`config.mk`:
```
export PLATFORM = sky130hd
export DESIGN_NAME = fifo_burst_reader
export DESIGN_NICKNAME = d
export VERILOG_FILES = /design/src/rtl/fifo_burst_reader.sv
export SDC_FILE = /design/constraint.sdc
export NUM_CORES = 1
export LEC_CHECK = 0
export BUFFER_PORTS_ARGS = -buffer_cell sky130_fd_sc_hd__buf_2
export CORE_MARGIN = 10
export CORE_UTILIZATION = 45
export CTS_CLUSTER_SIZE = 25
export DETAILED_ROUTE_END_ITERATION = 10
export GPL_TIMING_DRIVEN = 0
export PLACE_DENSITY = 0.72
export SLEW_MARGIN = 5
export SYNTH_ARGS = -nofsm -noshare
export SYNTH_HDL_FRONTEND = slang
export SYNTH_SLANG_ARGS = --single-unit
```
`constraint.sdc`:
```
create_clock -name clk -period 2.3 [get_ports clk]
set_input_delay 0.46 -clock clk [delete_from_list [all_inputs] [get_ports clk]]
set_output_delay 0.46 -clock clk [all_outputs]
set_load 0.05 [all_outputs]
```
`src/rtl/fifo_burst_reader.sv`:
```
`default_nettype none
// ============================================================================
// Module      : fifo_burst_reader
// Description : Consumer engine for the team's registered-read synchronous FIFO.
//               Waits for a burst's worth of records, requests the shared output
//               path from the arbiter and drains the burst over valid/ready.
//               The optional partial-burst flush is built with the macro
//               FIFO_BURST_READER_TIMEOUT_EN.
// Revision    : 1.0 - initial release
// ============================================================================
module fifo_burst_reader #(
    parameter int DW      = 8,
    parameter int AW      = 3,
    parameter int BURST   = 4,
    parameter int TIMEOUT = 16
) (
    input  logic          clk,
    input  logic          reset,
    input  logic [DW-1:0] fifo_rdata,
    input  logic [AW-1:0] fifo_records,
    output logic          fifo_re,
    output logic          arb_req,
    input  logic          arb_grant,
    output logic [DW-1:0] out_data,
    output logic          out_valid,
    input  logic          out_ready,
    output logic          out_last
);

    typedef enum logic [2:0] {
        S_IDLE  = 3'd0,
        S_REQ   = 3'd1,
        S_POP   = 3'd2,
        S_LATCH = 3'd3,
        S_HOLD  = 3'd4
    } state_t;

    localparam logic [AW-1:0] BURST_AW     = AW'(BURST);
    localparam logic [7:0]    TIMEOUT_LAST = 8'(TIMEOUT - 1);

    state_t        state;
    state_t        state_next;
    logic [AW-1:0] count;
    logic [AW-1:0] len;
    logic          last_word;
    logic          tmo_fire;

    assign last_word = (count == len - 1'b1);
    assign fifo_re   = (state == S_POP);

`ifdef FIFO_BURST_READER_TIMEOUT_EN
    logic [7:0] tmo_cnt;

    // Only a partially filled FIFO seen from IDLE ages toward a flush.
    assign tmo_fire = (state == S_IDLE) && (fifo_records != '0) &&
                      (fifo_records < BURST_AW) && (tmo_cnt == TIMEOUT_LAST);

    always_ff @(posedge clk) begin
        if (reset) begin
            tmo_cnt <= 8'd0;
        end else if (state != S_IDLE || fifo_records == '0 || tmo_fire) begin
            tmo_cnt <= 8'd0;
        end else if (fifo_records < BURST_AW) begin
            tmo_cnt <= tmo_cnt + 8'd1;
        end
    end
`else
    logic unused_timeout;

    // The flush interval only matters when the flush counter is built.
    assign unused_timeout = ^TIMEOUT_LAST;
    assign tmo_fire       = 1'b0;
`endif

    always_ff @(posedge clk) begin
        if (reset) begin
            state <= S_IDLE;
        end else begin
            state <= state_next;
        end
    end

    always_comb begin
        state_next = state;
        case (state)
            S_IDLE: begin
                if (fifo_records >= BURST_AW || tmo_fire) begin
                    state_next = S_REQ;
                end
            end
            S_REQ: begin
                if (arb_grant) begin
                    state_next = S_POP;
                end
            end
            S_POP:   state_next = S_LATCH;
            S_LATCH: state_next = S_HOLD;
            S_HOLD: begin
                if (out_ready) begin
                    state_next = last_word ? S_IDLE : S_POP;
                end
            end
            default: state_next = S_IDLE;
        endcase
    end

    always_ff @(posedge clk) begin
        if (reset) begin
            arb_req   <= 1'b0;
            count     <= '0;
            len       <= '0;
            out_data  <= '0;
            out_valid <= 1'b0;
            out_last  <= 1'b0;
        end else begin
            // Request stays up from REQ through the final accept.
            arb_req <= (state_next != S_IDLE);
            case (state)
                S_REQ: begin
                    if (arb_grant) begin
                        len   <= (fifo_records < BURST_AW) ? fifo_records : BURST_AW;
                        count <= '0;
                    end
                end
                S_LATCH: begin
                    out_data  <= fifo_rdata;
                    out_valid <= 1'b1;
                    out_last  <= last_word;
                end
                S_HOLD: begin
                    if (out_ready) begin
                        out_valid <= 1'b0;
                        out_last  <= 1'b0;
                        count     <= count + 1'b1;
                    end
                end
                default: begin
                end
            endcase
        end
    end

endmodule
`default_nettype wire

```
# After elaboration in Yosys (flattened, before gate mapping)
# Cells that the tools add are included.
dict set report classes {
  add_sub_neg 2
  multipliers 0
  div_mod_pow 0
  magnitude_cmp 2
  eq_ne 7
  shifts 0
  n_mux 12
  bitwise_logic 0
  n_reduce_logical 7
}
# op n
set op_table {}
lappend op_table {{$mux W3} 6}
lappend op_table {{$pmux W3 S5} 1}
lappend op_table {{$eq A3 B2 Y1 const B} 2}
lappend op_table {{$pmux W3 S2} 1}
lappend op_table {{$ne A2 B2 Y1 const B} 2}
lappend op_table {{$pmux W1 S2} 2}
lappend op_table {{$reduce_and A2 Y1} 2}
lappend op_table {{$reduce_bool A2 Y1} 2}
lappend op_table {{$add A3 B1 Y3 const B} 1}
lappend op_table {{$eq A3 B1 Y1 const B} 1}
lappend op_table {{$eq A3 B3 Y1} 1}
lappend op_table {{$eq A3 B3 Y1 const B} 1}
lappend op_table {{$ge A3 B3 Y1 const B} 1}
lappend op_table {{$logic_not A3 Y1} 1}
lappend op_table {{$lt A3 B3 Y1 const B} 1}
lappend op_table {{$reduce_and A3 Y1} 1}
lappend op_table {{$reduce_bool A3 Y1} 1}
lappend op_table {{$sub A3 B1 Y3 const B} 1}
lappend op_table {{$mux W2} 1}
lappend op_table {{$mux W1} 1}
dict set report word_totals {
  reg_bits 20
  latchBits 0
  mem_bits_rw 0
  rom_bits 0
  in_bits 15
  output_inout_bits 12
  wordCells 37
  n_memories 0
}

# Logic depth before layout (Yosys ltp)
dict set report logic_depth {
  ltp_word 6
  ltp_mapped 6
  mapped_depth_nobuf 6
}

# Least setup slack after synthesis
# Ideal clock, no wire load.
dict set report synth_path {
  path_type {register to register}
  startpoint {register state[1]}
  endpoint {register arb_req}
  setup_ns 0.057
  t_arrival_ns 2.218
  required_time_ns 2.243
  slack_ns 0.025
  path_stages_with_launch 6
  path_buffers 1
  period_less_slack_ns 2.275
  cell_sequence {dfxtp_1 > buf_2 > nor3b_1 > nor3_1 > a211oi_2 > or3_1}
}
dict set report synth_between {
  elab_chain_len 3
  word_cells_on_any_way 10
  cone_classes {eq/ne (4); mux (4); reduce/logical (2)}
}
# element line
set synth_rtl {}
lappend synth_rtl {{from (decl)} 41} ;# state_t state;
lappend synth_rtl {{from (signal assigned)} 79} ;# state <= state_next;
lappend synth_rtl {{$eq A3 B2 Y1} -}
lappend synth_rtl {{via fifo_re} 21} ;# output logic fifo_re,
lappend synth_rtl {{$pmux W3 S5} 85} ;# case (state)
lappend synth_rtl {{$reduce_bool A3 Y1} 117} ;# arb_req <= (state_next != S_IDLE);
lappend synth_rtl {{to (signal assigned)} 117}
lappend synth_rtl {{to (decl)} 22} ;# output logic arb_req,
# The timed path passes the listed nets, and every way through them passes these cells.
# A chain may end at the register's enable or synchronous reset.

# Worst setup path in the final report
dict set report layout_path {
  startpoint {register state[1]}
  endpoint {output fifo_re}
}
dict set report layout_between {
  elab_chain_len 1
}
# element line
set layout_rtl {}
lappend layout_rtl {{$eq A3 B2 Y1} 49} ;# assign fifo_re = (state == S_POP);
lappend layout_rtl {{to (decl)} 21}
# Every way passes these cells.

==> impl_metrics.toml <==
[critical_path]
critical_path_arrival_ns = 1.47
critical_path_required_ns = 1.84
reg2reg_depth = 6
critPathKind = "reg2out"
crit-reg2reg-capture = "arb_req"
critPathTopFamily = "buffers and inverters"
worst_r2r_startpoint = "len[0]"
worst_path_largest_cell_delay_ns = 0.35
timing.critical_path.cells = "buf_2 > nor3b_1 > buf_2"
timing.critical_path.mode_cell = "sky130_fd_sc_hd__buf_2"
rrSetupSlack_ns = 0.55
timing.critical_path.buf_inv = 2
crit_path_max_fanout = 10
end_kind = "primary output"
critPathLaunchType = "register"
cell_with_the_largest_stage_delay_on_the_worst_path = "sky130_fd_sc_hd__nor3b_1"

[clock_tree]
cts_post_setup_buffers_inserted = 0
clk-insertion-delay-late_ns = 0.30
maximum_count_of_clock_buffers_along_a_single_path = 2
cts-hold-fix-buffers = 0
numCtsBuffers = 3
cts_repair_resize_count = 0
tritoncts = "built"
cts.htree.levels = 1
clock_input_transition_at_the_sequential_cells_of_the_worst_setup_and_hold_paths_ns = 0.11
ctsRootBufferMaster = "sky130_fd_sc_hd__clkbuf_4"
cts_sinks = 20

[final_layout]
layout.area.seq_sq_um = 400.4
finish.utilization_pct = 60.70
final_layout_size_suffix_gt1_share_pct = 28.13
antennaDiodeCount = 0
final_nets = 146
flow.area_growth_from_synthesis_pct = 23.93
layout.filler_cells = 176
multiInputGateArea_sq_um = 437.9
final_area_sq_um = 1082

[synthesis]
synth.avg_cell_area_sq_um = 8.822
synth_fp_nets = 116
synth_area_leader = "sky130_fd_sc_hd__dfxtp_1"
yosys_most_used_dff = "sky130_fd_sc_hd__dfxtp_1"
async_reset_ff_share_pct = 0
synth_cell_type_count = 27
synth_area_leaders = "sky130_fd_sc_hd__dfxtp_1 46%, sky130_fd_sc_hd__nand2_1 10%, sky130_fd_sc_hd__a21oi_1 9.2%, sky130_fd_sc_hd__xnor2_4 3.2%, sky130_fd_sc_hd__ha_1 2.9%"
synth_enable_flop_cells = 0
synth.ff_latch_count = 20
yosysSeqAreaShare_pct = 45.85
synth_commonest_cells = "24 x sky130_fd_sc_hd__nand2_1, 20 x sky130_fd_sc_hd__dfxtp_1, 16 x sky130_fd_sc_hd__a21oi_1"
synthesis.instances = 99
syn_std_cell_area_sq_um = 873.3
synthesis.yosys.warnings = 0
cell_with_the_most_instances_after_synthesis = "sky130_fd_sc_hd__nand2_1"
synth_largest_type_area_fraction_pct = 45.85

[sta]
timing.final.crit_period_ns = 1.927
slew_at_the_pin_closest_to_its_max_slew_limit_ns = 0.4422
final.setup_skew_ns = 0.005759
report.final.hold_viol_count = 0
period_share_pct = 83.80
timing.setup.tns_ns = 0
worst_slew_margin_rel_pct = 70.52
final_setup_violations = 0
timing.final.max_slew_violations = 0
rsz0062_at_grt = "no"
maxClockFrequency_ghz = 0.5188

[routing]
detail_route.iter0.violations = 14
totalWireLength_um = 1892
post_drt_wl_per_cell_um = 12.37
antenna_violating_nets_post_route = 0
drt-vias-per-instance = 5.033
final_routed_drc_violation_total = 0
drt_pass1_iterations = 4
vias = 770

[die]
design.core.area_sq_um = 1783
rows = 15
chipHeight_um = 64.06
design.die.area_sq_um = 4103
floorplan.io_pins = 27
floorplan.initialDensity_pct = 48.98
die_w_um = 64.06

[grt]
grt_pass1_wl_um = 3098
grt_pass1_vias = 704
grt_antenna_before_repair = 0
largest_net_degree_at_the_start_of_global_routing = 13
globalRouteTotalUtil_pct = 9.117
gr-total-overflow = 0

[placed_design]
io_buffers = 25
dpl_cell_area_sq_um = 1030
post-dp-hpwl_um = 1543
gp_congestion = 0.7104

[flow_run]
maxCapViolations = 0

[worst_hold_path]
whs_endpoint = "out_data[4]"
worstHoldStart = "fifo_rdata[4]"
whs_path_depth = 3
hp-class = "in2reg"

[pwr]
power_leakage_uw = 0.0004449
max-vdd-ir-drop_v = 0.0006012
power.density_nw_per_um2 = 692.6

[status]
outcome = "completed"
==> worst min-delay path, stage by stage <==
cell and delay (ns):
sky130_fd_sc_hd__buf_2 0.09, sky130_fd_sc_hd__nand2_1 0.04, sky130_fd_sc_hd__a21oi_1 0.05
==> cells in the final DEF (no fill, tap or decap), types with 2 or more instances in the layout <==
cell	Yosys	layout
sky130_fd_sc_hd__a21oi_1	16	16
sky130_fd_sc_hd__buf_2	3	28
sky130_fd_sc_hd__clkbuf_1	2	2
sky130_fd_sc_hd__clkbuf_4	0	3
sky130_fd_sc_hd__dfxtp_1	20	20
sky130_fd_sc_hd__ha_1	2	2
sky130_fd_sc_hd__inv_1	2	2
sky130_fd_sc_hd__nand2_1	24	24
sky130_fd_sc_hd__nand3_1	2	2
sky130_fd_sc_hd__nand3b_1	3	3
sky130_fd_sc_hd__nor2_1	5	5
sky130_fd_sc_hd__nor3_1	3	3
sky130_fd_sc_hd__or3_1	2	2
==> flip-flops by register name, summed over array words and instances (netlist names) <==
name       count
arb_req        1
state          3
count          3
out_last       1
out_valid      1
len            3
out_data       8
==> cell type report <==
type,count,share of cell area (%)
Multi-Input combinational cell,71,40.46
Sequential cell,20,36.99
Timing Repair Buffer,25,11.56
Tap cell,25,2.890
Clock inverter,1,2.775
Buffer,6,2.543
Clock buffer,3,2.081
Inverter,2,0.6936
==> cells by family after synthesis <==
| family | after synthesis | synth area share (%) |
|---|---|---|
| simple gates | 46 | 27.36 |
| xor+xnor | 4 | 7.880 |
| flops | 20 | 45.84 |
| buf+inv | 8 | 4.011 |
| compound gates | 19 | 12.03 |
| fa+ha+maj | 2 | 2.865 |
==> per-layer routing <==
| metal | wire length (um) | part of all wire, % | GRT usage, % |
|---|---|---|---|
| met2 | 945 | 50 | 15.17 |
| met1 | 770 | 41 | 9.841 |
| met3 | 165 | 8.7 | 5.401 |
| met4 | 10 | 0.53 | 1.639 |
| met5 | 0 | 0 | 0 |
==> per-stage QoR <==
step,cells,hold WS [ns],setup slack [ns],total power (uW)
CTS,153,0.3738,0.3484,757.4
detailed placement,149,0.4489,0.5637,476.0
finish,153,0.3778,0.3725,749.6
global route,153,0.3684,0.2159,779.2
floorplan,99,0.4319,0.02460,445.7
global placement,149,0.4386,0.5953,473.0
==> power by group <==
group | internal (uW) | leakage, uW | switching [uW] | total, uW
Combinational | 37.8 | 0.000255 | 66.3 | 104
Sequential | 358 | 0.000162 | 4.63 | 363
Clock | 176 | 0.0000279 | 106 | 283
Total | 572 | 0.000445 | 177 | 750
==> worst max-delay path by stage <==
stage | cells past startpoint | endpoint | startpoint | slack [ns]
2_1_floorplan | 5 | arb_req | state[1] | 0.02
3_3_place_gp | 6 | arb_req | len[0] | 0.60
3_5_place_dp | 6 | arb_req | len[0] | 0.56
4_1_cts | 3 | fifo_re | state[1] | 0.35
5_1_grt | 3 | fifo_re | state[1] | 0.22
6_report | 3 | fifo_re | state[1] | 0.37
(Power assumes the default switching activity.)
